## config.mk

```make
export PLATFORM = sky130hd
export DESIGN_NAME = seq_divider
export DESIGN_NICKNAME = d
export VERILOG_FILES = /design/src/rtl/div_pkg.sv /design/src/rtl/div_step.sv /design/src/rtl/seq_divider.sv
export SDC_FILE = /design/constraint.sdc
export NUM_CORES = 1
export LEC_CHECK = 0
export BUFFER_PORTS_ARGS = -buffer_cell sky130_fd_sc_hd__buf_2
export CORE_MARGIN = 3
export CORE_UTILIZATION = 25
export DETAILED_ROUTE_END_ITERATION = 6
export PLACE_DENSITY = 0.4
export SKIP_CTS_REPAIR_TIMING = 1
export SYNTH_ARGS = -nofsm -noshare
export SYNTH_HDL_FRONTEND = slang
export SYNTH_SLANG_ARGS = --single-unit
```

## constraint.sdc

```tcl
create_clock -name clk -period 3.37 [get_ports clk]
set_input_delay 0.5055 -clock clk [delete_from_list [all_inputs] [get_ports clk]]
set_output_delay 0.5055 -clock clk [all_outputs]
set_load 0.05 [all_outputs]
```

## src/rtl/div_pkg.sv

```systemverilog
// rtl/div_pkg.sv - shared widths, state encoding and divide-by-zero constants for seq_divider
package div_pkg;

    localparam int DEFAULT_DIVIDEND_W = 8;
    localparam int DEFAULT_DIVISOR_W  = 6;

    typedef enum logic [1:0] {
        IDLE = 2'd0,
        CALC = 2'd1,
        DONE = 2'd2
    } state_e;

    localparam logic [7:0] DBZ_QUOT = 8'hFF;
    localparam logic [5:0] DBZ_REM  = 6'h3F;

endpackage

```

## src/rtl/div_step.sv

```systemverilog
// rtl/div_step.sv - one restoring step: compare partial remainder with divisor, subtract if it fits
module div_step
    import div_pkg::*;
#(
    parameter int DIVISOR_W = DEFAULT_DIVISOR_W
) (
    input  logic [DIVISOR_W:0]   p_in,
    input  logic [DIVISOR_W-1:0] divisor,
    output logic [DIVISOR_W:0]   p_out,
    output logic                 qbit
);

    logic [DIVISOR_W:0] divisor_ext;

    assign divisor_ext = {1'b0, divisor};
    assign qbit        = (p_in >= divisor_ext);
    assign p_out       = qbit ? (p_in - divisor_ext) : p_in;

endmodule

```

## src/rtl/seq_divider.sv

```systemverilog
// rtl/seq_divider.sv - multi-cycle unsigned restoring divider, one quotient bit per clock
module seq_divider
    import div_pkg::*;
#(
    parameter int DIVIDEND_W = DEFAULT_DIVIDEND_W,
    parameter int DIVISOR_W  = DEFAULT_DIVISOR_W
) (
    input  logic                  clk,
    input  logic                  rst,
    input  logic                  start,
    input  logic [DIVIDEND_W-1:0] dividend,
    input  logic [DIVISOR_W-1:0]  divisor,
    output logic                  busy,
    output logic                  done,
    output logic                  dbz,
    output logic [DIVIDEND_W-1:0] quotient,
    output logic [DIVISOR_W-1:0]  remainder
);

    localparam int              CNT_W   = $clog2(DIVIDEND_W);
    localparam int              PW      = DIVISOR_W + 1;
    localparam logic [CNT_W-1:0] CNT_MAX = CNT_W'(DIVIDEND_W - 1);

    state_e                state_q, state_d;
    logic [CNT_W-1:0]      cnt_q, cnt_d;
    logic [PW-1:0]         prem_q, prem_d;
    logic [DIVIDEND_W-1:0] dvd_q, dvd_d;
    logic [DIVISOR_W-1:0]  dvs_q, dvs_d;
    logic [DIVIDEND_W-1:0] qacc_q, qacc_d;
    logic [DIVIDEND_W-1:0] quot_q, quot_d;
    logic [DIVISOR_W-1:0]  rem_q, rem_d;
    logic                  dbz_q, dbz_d;

    logic [PW-1:0]         step_in, step_out;
    logic                  step_qbit;

    // Bring the next dividend bit (MSB first) into the partial remainder.
    assign step_in = {prem_q[DIVISOR_W-1:0], dvd_q[cnt_q]};

    div_step #(
        .DIVISOR_W (DIVISOR_W)
    ) u_step (
        .p_in    (step_in),
        .divisor (dvs_q),
        .p_out   (step_out),
        .qbit    (step_qbit)
    );

    always_comb begin
        state_d = state_q;
        cnt_d   = cnt_q;
        prem_d  = prem_q;
        dvd_d   = dvd_q;
        dvs_d   = dvs_q;
        qacc_d  = qacc_q;
        quot_d  = quot_q;
        rem_d   = rem_q;
        dbz_d   = dbz_q;
        case (state_q)
            IDLE: begin
                if (start) begin
                    if (divisor == '0) begin
                        quot_d  = DIVIDEND_W'(DBZ_QUOT);
                        rem_d   = DIVISOR_W'(DBZ_REM);
                        dbz_d   = 1'b1;
                        state_d = DONE;
                    end else begin
                        dvd_d   = dividend;
                        dvs_d   = divisor;
                        prem_d  = '0;
                        qacc_d  = '0;
                        cnt_d   = CNT_MAX;
                        state_d = CALC;
                    end
                end
            end
            CALC: begin
                prem_d = step_out;
                qacc_d = {qacc_q[DIVIDEND_W-2:0], step_qbit};
                if (cnt_q == '0) begin
                    quot_d  = {qacc_q[DIVIDEND_W-2:0], step_qbit};
                    rem_d   = step_out[DIVISOR_W-1:0];
                    dbz_d   = 1'b0;
                    state_d = DONE;
                end else begin
                    cnt_d = cnt_q - 1'b1;
                end
            end
            DONE: begin
                state_d = IDLE;
            end
            default: begin
                state_d = IDLE;
            end
        endcase
    end

    always_ff @(posedge clk or posedge rst) begin
        if (rst) begin
            state_q <= IDLE;
            cnt_q   <= '0;
            prem_q  <= '0;
            dvd_q   <= '0;
            dvs_q   <= '0;
            qacc_q  <= '0;
            quot_q  <= '0;
            rem_q   <= '0;
            dbz_q   <= 1'b0;
        end else begin
            state_q <= state_d;
            cnt_q   <= cnt_d;
            prem_q  <= prem_d;
            dvd_q   <= dvd_d;
            dvs_q   <= dvs_d;
            qacc_q  <= qacc_d;
            quot_q  <= quot_d;
            rem_q   <= rem_d;
            dbz_q   <= dbz_d;
        end
    end

    assign busy      = (state_q == CALC);
    assign done      = (state_q == DONE);
    assign dbz       = dbz_q;
    assign quotient  = quot_q;
    assign remainder = rem_q;

endmodule

```

=== Yosys cells after proc, flatten, opt, wreduce, memory -nomap -nowiden ===
Index checks and enable logic that the tools add are counted.

* Muxes and demuxes: 29
* Bitwise operators: 1
* Reductions and logical operators: 9
* $add $sub $neg: 2
* Multipliers: 0
* Shift operators: 0
* Divide/modulo/power cells: 0
* $lt $le $gt $ge: 2
* Equality and inequality tests: 7

{| class="wikitable"
|+ Operators with widths
! kind !! count
|-
| 6-bit 2-to-1 mux || 6
|-
| 8-bit 2-to-1 mux || 3
|-
| 6-bit case mux with 2 select lines || 2
|-
| 8-bit case mux with 2 select lines || 1
|-
| 7-bit 2-to-1 mux || 2
|-
| 7-bit case mux with 2 select lines || 1
|-
| 3-bit 2-to-1 mux || 3
|-
| 2-bit != test, second input constant || 4
|-
| 4-bit AND reduction || 2
|-
| 7-bit by 6-bit >= comparator with 1-bit output || 1
|-
| 6-bit zero test || 1
|-
| 2-bit 2-to-1 mux || 3
|-
| 3-bit case mux with 2 select lines || 1
|-
| 3-bit AND reduction || 2
|-
| 6-bit subtractor || 1
|-
| 3-bit by 4-bit less-than comparator with 1-bit output, second input constant || 1
|-
| 1-bit 2-to-1 mux || 4
|-
| 2-bit case mux with 2 select lines || 1
|-
| 1-bit binary-select mux with 3-bit select || 1
|-
| 3-bit zero test || 1
|-
| 3-bit by 1-bit subtractor with 3-bit output, second input constant || 1
|-
| 2-bit by 1-bit equality test with 1-bit output, second input constant || 1
|-
| 2-bit equality test, second input constant || 1
|-
| 2-bit zero test || 1
|-
| other kinds (5) || 5
|}

* Input bits: 17
* Output and inout bits: 17
* Latch bits: 0
* Register bits after elaboration: 47
* Bits in writable memories: 0
* Logic and storage cells: 59
* Memories kept: 0
* Bits in read-only memories: 0

=== Depth between registers and ports, before layout ===
* Depth in word-level cells: 6
* Mapped depth: 10
* Depth with buffers taken out: 10

=== Hierarchy ===
A second synthesis with hierarchy kept.

* Cell total of the unflattened synthesis: 230
* Area total of the unflattened synthesis: 2538.7 µm²

{| class="wikitable"
|+ By module, submodules not included
! module !! times used !! area each (µm²) !! sequential area each (µm²) !! cells each
|-
| seq_divider || 1 || 2115.8 || 1176.1 || 176
|-
| div_step || 1 || 422.9 || 0.0 || 54
|}

=== Worst setup path after synthesis ===
No wires, ideal clock.

* Path type: register -> register
* Start point: register cnt_q[2]
* End point: register prem_q[2]
* Buffers on the path: 1
* Clock period less this slack: 2.591 ns
* Stages on the path, launching flop included: 11
* Data required time: 3.244 ns
* Library setup time: 0.126 ns
* Arrival: 2.465 ns
* Path slack: 0.779 ns
* Cell sequence: dfrtp_1 mux4_2 mux2_2 inv_1 ha_1 nand2b_1 a21oi_1 o211a_1 or2_1 buf_6 a311o_1

* Longest elaborated chain between the ends: 5
* Elaborated cells on any way between the ends: 6
* Classes of those cells: add/sub: 1; order compare: 1; mux: 4

{| class="wikitable"
|+ RTL lines
! element !! line !! source
|-
| start, declared || seq_divider.sv:25 || <nowiki>logic [CNT_W-1:0] cnt_q, cnt_d;</nowiki>
|-
| start signal, assigned || seq_divider.sv:111 || <nowiki>cnt_q <= cnt_d;</nowiki>
|-
| 1-bit binary-select mux with 3-bit select * || seq_divider.sv:38 || <nowiki>assign step_in = {prem_q[DIVISOR_W-1:0], dvd_q[cnt_q]};</nowiki>
|-
| 1-bit 2-to-1 mux (implied by the code) * || seq_divider.sv:38 ||
|-
| 6-bit subtractor or 7-bit by 6-bit >= comparator with 1-bit output (tied branches) || div_step.sv:17, div_step.sv:16 ||
|-
| 6-bit 2-to-1 mux * || div_step.sv:17 || <nowiki>assign p_out = qbit ? (p_in - divisor_ext) : p_in;</nowiki>
|-
| 6-bit case mux with 2 select lines * || seq_divider.sv:59 || <nowiki>case (state_q)</nowiki>
|-
| end signal, assigned || seq_divider.sv:112 || <nowiki>prem_q <= prem_d;</nowiki>
|-
| end, declared || seq_divider.sv:26 || <nowiki>logic [PW-1:0] prem_q, prem_d;</nowiki>
|}

Every way passes the cells marked *; elsewhere a longest branch is shown, timed or not. The select of a mux whose other input is x is not followed.
A chain may end at the register's enable or synchronous reset.

=== Final worst setup path ===
* Start point: register cnt_q[0]
* End point: register prem_q[2]

Same word-level chain as after synthesis.

==> qor.json <==
{
  "worst_pin_slew_ps": 1030,
  "outcome": "completed",
  "sink_count": 47,
  "min_delay_worst_endpoint": "dvs_q[5]",
  "cp-end-kind": "register",
  "syn_avg_cell_area_um2": 11.0,
  "timing_max_transition_violations_final": 0,
  "synth_warnings": 0,
  "fin_worst_skew_ps": 11.3,
  "detail_route.first_pass.iterations": 4,
  "top_usage_layer": "met2",
  "n_antenna_cell": 0,
  "setup.worst_path.start_class": "register",
  "worstSetupPathType": "reg -> reg",
  "post_route_cells_drive_above_1_share_pct": 25.4,
  "ys_seq_area_share_pct": 51.3,
  "met2_usage_pct": 18.8,
  "hpwlAfterDp_mm": 3.83,
  "min_delay_path_depth": 3,
  "r2r-end": "prem_q[2]",
  "timing.critical_path.arrival_ps": 3170,
  "floorplan.die_area_um2": 10400,
  "cts-htree-levels": 2,
  "max-clock-path-buffers": 2,
  "clkTransAtPathRegs_ps": 90,
  "multiInputGateArea_um2": 1020,
  "drcViolationCount": 0,
  "synthMostInstantiatedCell": "sky130_fd_sc_hd__dfrtp_1",
  "grt_pass1_vias": 1763,
  "wire_length_after_detailed_routing_mm": 5.29,
  "route.vias.total": 1668,
  "globalRoute.totalOverflow": 0,
  "yosys.area.top_type": "sky130_fd_sc_hd__dfrtp_1",
  "cts_buffers": 5,
  "avg_vias_per_cell": 4.74,
  "synthFlopType": "sky130_fd_sc_hd__dfrtp_1",
  "worstRegToRegCells": 9,
  "postSynthNetCount": 234,
  "clk-insertion-delay-late_ps": 310,
  "global_route.usage.met3_pct": 2.48,
  "synth_common_cells": "sky130_fd_sc_hd__dfrtp_1, sky130_fd_sc_hd__nand2_1, sky130_fd_sc_hd__nor2_1",
  "crit-reg2reg-launch": "cnt_q[0]",
  "floorplan.die.width_um": 102,
  "grt_start_max_net_pins": 48,
  "cts_tree": "done",
  "drt_iter0_drc": 113,
  "area_growth_pct": 17.0,
  "synthCells": 208,
  "dieHeight_um": 102,
  "fmax_mhz": 337,
  "regArea_um2": 1180,
  "core_um2": 8810,
  "timing.critical_path.required_ps": 3570,
  "grt_met1_use_pct": 13.9,
  "ioPinCount": 34,
  "ant_nets": 0,
  "asyncSetResetFlopFracSynth_pct": 100,
  "grt_pass1_wl_mm": 8.81,
  "post_drt_wl_per_cell_um": 15.0,
  "rrSetupSlack_ps": 400,
  "yosys_register_bits": 47,
  "design.final.nets": 269,
  "final.setup.tns_ps": 0,
  "synth-edff-count": 0,
  "cap_viol_max_count": 0,
  "critical_path_peak_fanout": 13,
  "synth_largest_type_area_fraction_pct": 51.3,
  "period_share_pct": 88.2,
  "filler_instances": 913,
  "finalSetupViolCount": 0,
  "yosys.cell_types.count": 44,
  "cts.root.buffer_cell": "sky130_fd_sc_hd__clkbuf_8",
  "crit_path_time_final_ps": 2970,
  "placement_rows": 34,
  "netlist_area_um2": 2290,
  "finalHoldViolations": 0,
  "globalRouteTotalUtil_pct": 11.0,
  "grt_antenna_before_repair": 0,
  "slew_headroom_pct": 31.2,
  "worstHoldPathType": "in -> reg",
  "synth_top_cells_by_area": "sky130_fd_sc_hd__dfrtp_1, sky130_fd_sc_hd__mux2_2, sky130_fd_sc_hd__ha_1",
  "initial_core_util_pct": 26.0,
  "rsz0062_at_grt": "no",
  "gp_routability_congestion": 0.762,
  "worst_hold_startpoint": "divisor[5]",
  "placement.io_buffers": 33
}
per-stage QoR:
step / hold slack [ps] / util, % / instance area [um2] / setup slack [ps] / std cells
final: 427 / 30.5 / 2680 / 399 / 352
after floorplan: 460 / - / 2290 / 779 / 208
after CTS: 418 / 30.5 / 2680 / 378 / 352
after global routing: 418 / 30.5 / 2680 / 213 / 352
after global placement: 479 / 29.2 / 2570 / 456 / 344
after detailed placement: 476 / 29.2 / 2570 / 398 / 344
worst max-delay path by stage:
stage | from | end | slack [ps]
6_report | cnt_q[0] | prem_q[2] | 400
4_1_cts | cnt_q[0] | prem_q[2] | 380
2_1_floorplan | cnt_q[2] | prem_q[2] | 780
3_3_place_gp | cnt_q[2] | prem_q[2] | 460
3_5_place_dp | cnt_q[0] | prem_q[2] | 400
5_1_grt | cnt_q[2] | prem_q[4] | 210
critical path, cell delays in order (launching register included):
cell and delay (ps):
sky130_fd_sc_hd__dfrtp_1 450, sky130_fd_sc_hd__mux4_2 520, sky130_fd_sc_hd__mux2_2 300, sky130_fd_sc_hd__inv_1 80, sky130_fd_sc_hd__ha_1 170, sky130_fd_sc_hd__nand2b_1 120, sky130_fd_sc_hd__a21oi_1 60, sky130_fd_sc_hd__o211a_1 350
sky130_fd_sc_hd__or2_1 430, sky130_fd_sc_hd__a311o_1 390
cell type report:
| cell class | count | area share [%] |
|---|---|---|
| repair buffers | 37 | 7.28 |
| clock inverters | 3 | 1.63 |
| clock buffers | 5 | 2.57 |
| inverters | 12 | 1.68 |
| flip-flops and latches | 47 | 43.8 |
| multi-input cells | 140 | 38.0 |
| well taps | 108 | 5.04 |
flip-flops by register name, indices dropped and copies added, names as in the netlist:
register,count
cnt_q,3
dbz,1
dvd_q,8
dvs_q,6
prem_q,6
qacc_q,7
quotient,8
remainder,6
state_q,2
per-layer routing:
layer | part of all wire [%] | wire length [um] | vias to the layer above
li1 | - | - | 826
met1 | 47 | 2470 | 812
met2 | 49 | 2600 | 26
met3 | 3.3 | 177 | 4
met4 | 0.74 | 39 | 0
met5 | 0 | 0 | -
cell usage in the layout (no fill, tap or decap), types with 2 or more instances in the layout:
cell / netlist / routed
sky130_fd_sc_hd__buf_2: 3 / 33
sky130_fd_sc_hd__o21ai_0: 13 / 13
sky130_fd_sc_hd__inv_2: 1 / 2
sky130_fd_sc_hd__o211ai_1: 7 / 7
sky130_fd_sc_hd__a31oi_1: 3 / 3
sky130_fd_sc_hd__inv_1: 11 / 10
sky130_fd_sc_hd__a22o_1: 6 / 6
sky130_fd_sc_hd__nor2_1: 16 / 16
sky130_fd_sc_hd__buf_4: 2 / 4
sky130_fd_sc_hd__mux2_2: 10 / 10
sky130_fd_sc_hd__xnor2_1: 3 / 3
sky130_fd_sc_hd__and2_1: 2 / 2
sky130_fd_sc_hd__a211oi_1: 3 / 3
sky130_fd_sc_hd__nand2b_1: 4 / 4
sky130_fd_sc_hd__nor4_1: 6 / 6
sky130_fd_sc_hd__mux4_2: 2 / 2
sky130_fd_sc_hd__ha_1: 8 / 8
sky130_fd_sc_hd__a21oi_1: 7 / 7
sky130_fd_sc_hd__a21o_1: 2 / 2
sky130_fd_sc_hd__o211a_1: 3 / 3
sky130_fd_sc_hd__nor3_1: 3 / 3
sky130_fd_sc_hd__clkbuf_8: 0 / 5
sky130_fd_sc_hd__dfrtp_1: 47 / 47
sky130_fd_sc_hd__nand2_1: 18 / 18
sky130_fd_sc_hd__o22a_1: 7 / 7
logic make-up (layout without fill, tap and decap cells):
kind of cell               count (synthesis)  count (layout)  synth area share [%]
and+or+nand+nor                           56              56                  12.4
xor gates and xnor gates                   3               3                  1.15
DFF                                       47              47                  51.3
muxes                                     12              12                  6.88
adders and majority gates                  9               9                  5.24
buffers and inverters                     21              57                  4.26
AOI/OAI and AO/OA                         60              60                  18.8
Power is not shown: default switching activity piles up to over one toggle a cycle in this logic, so the estimate is an artifact.
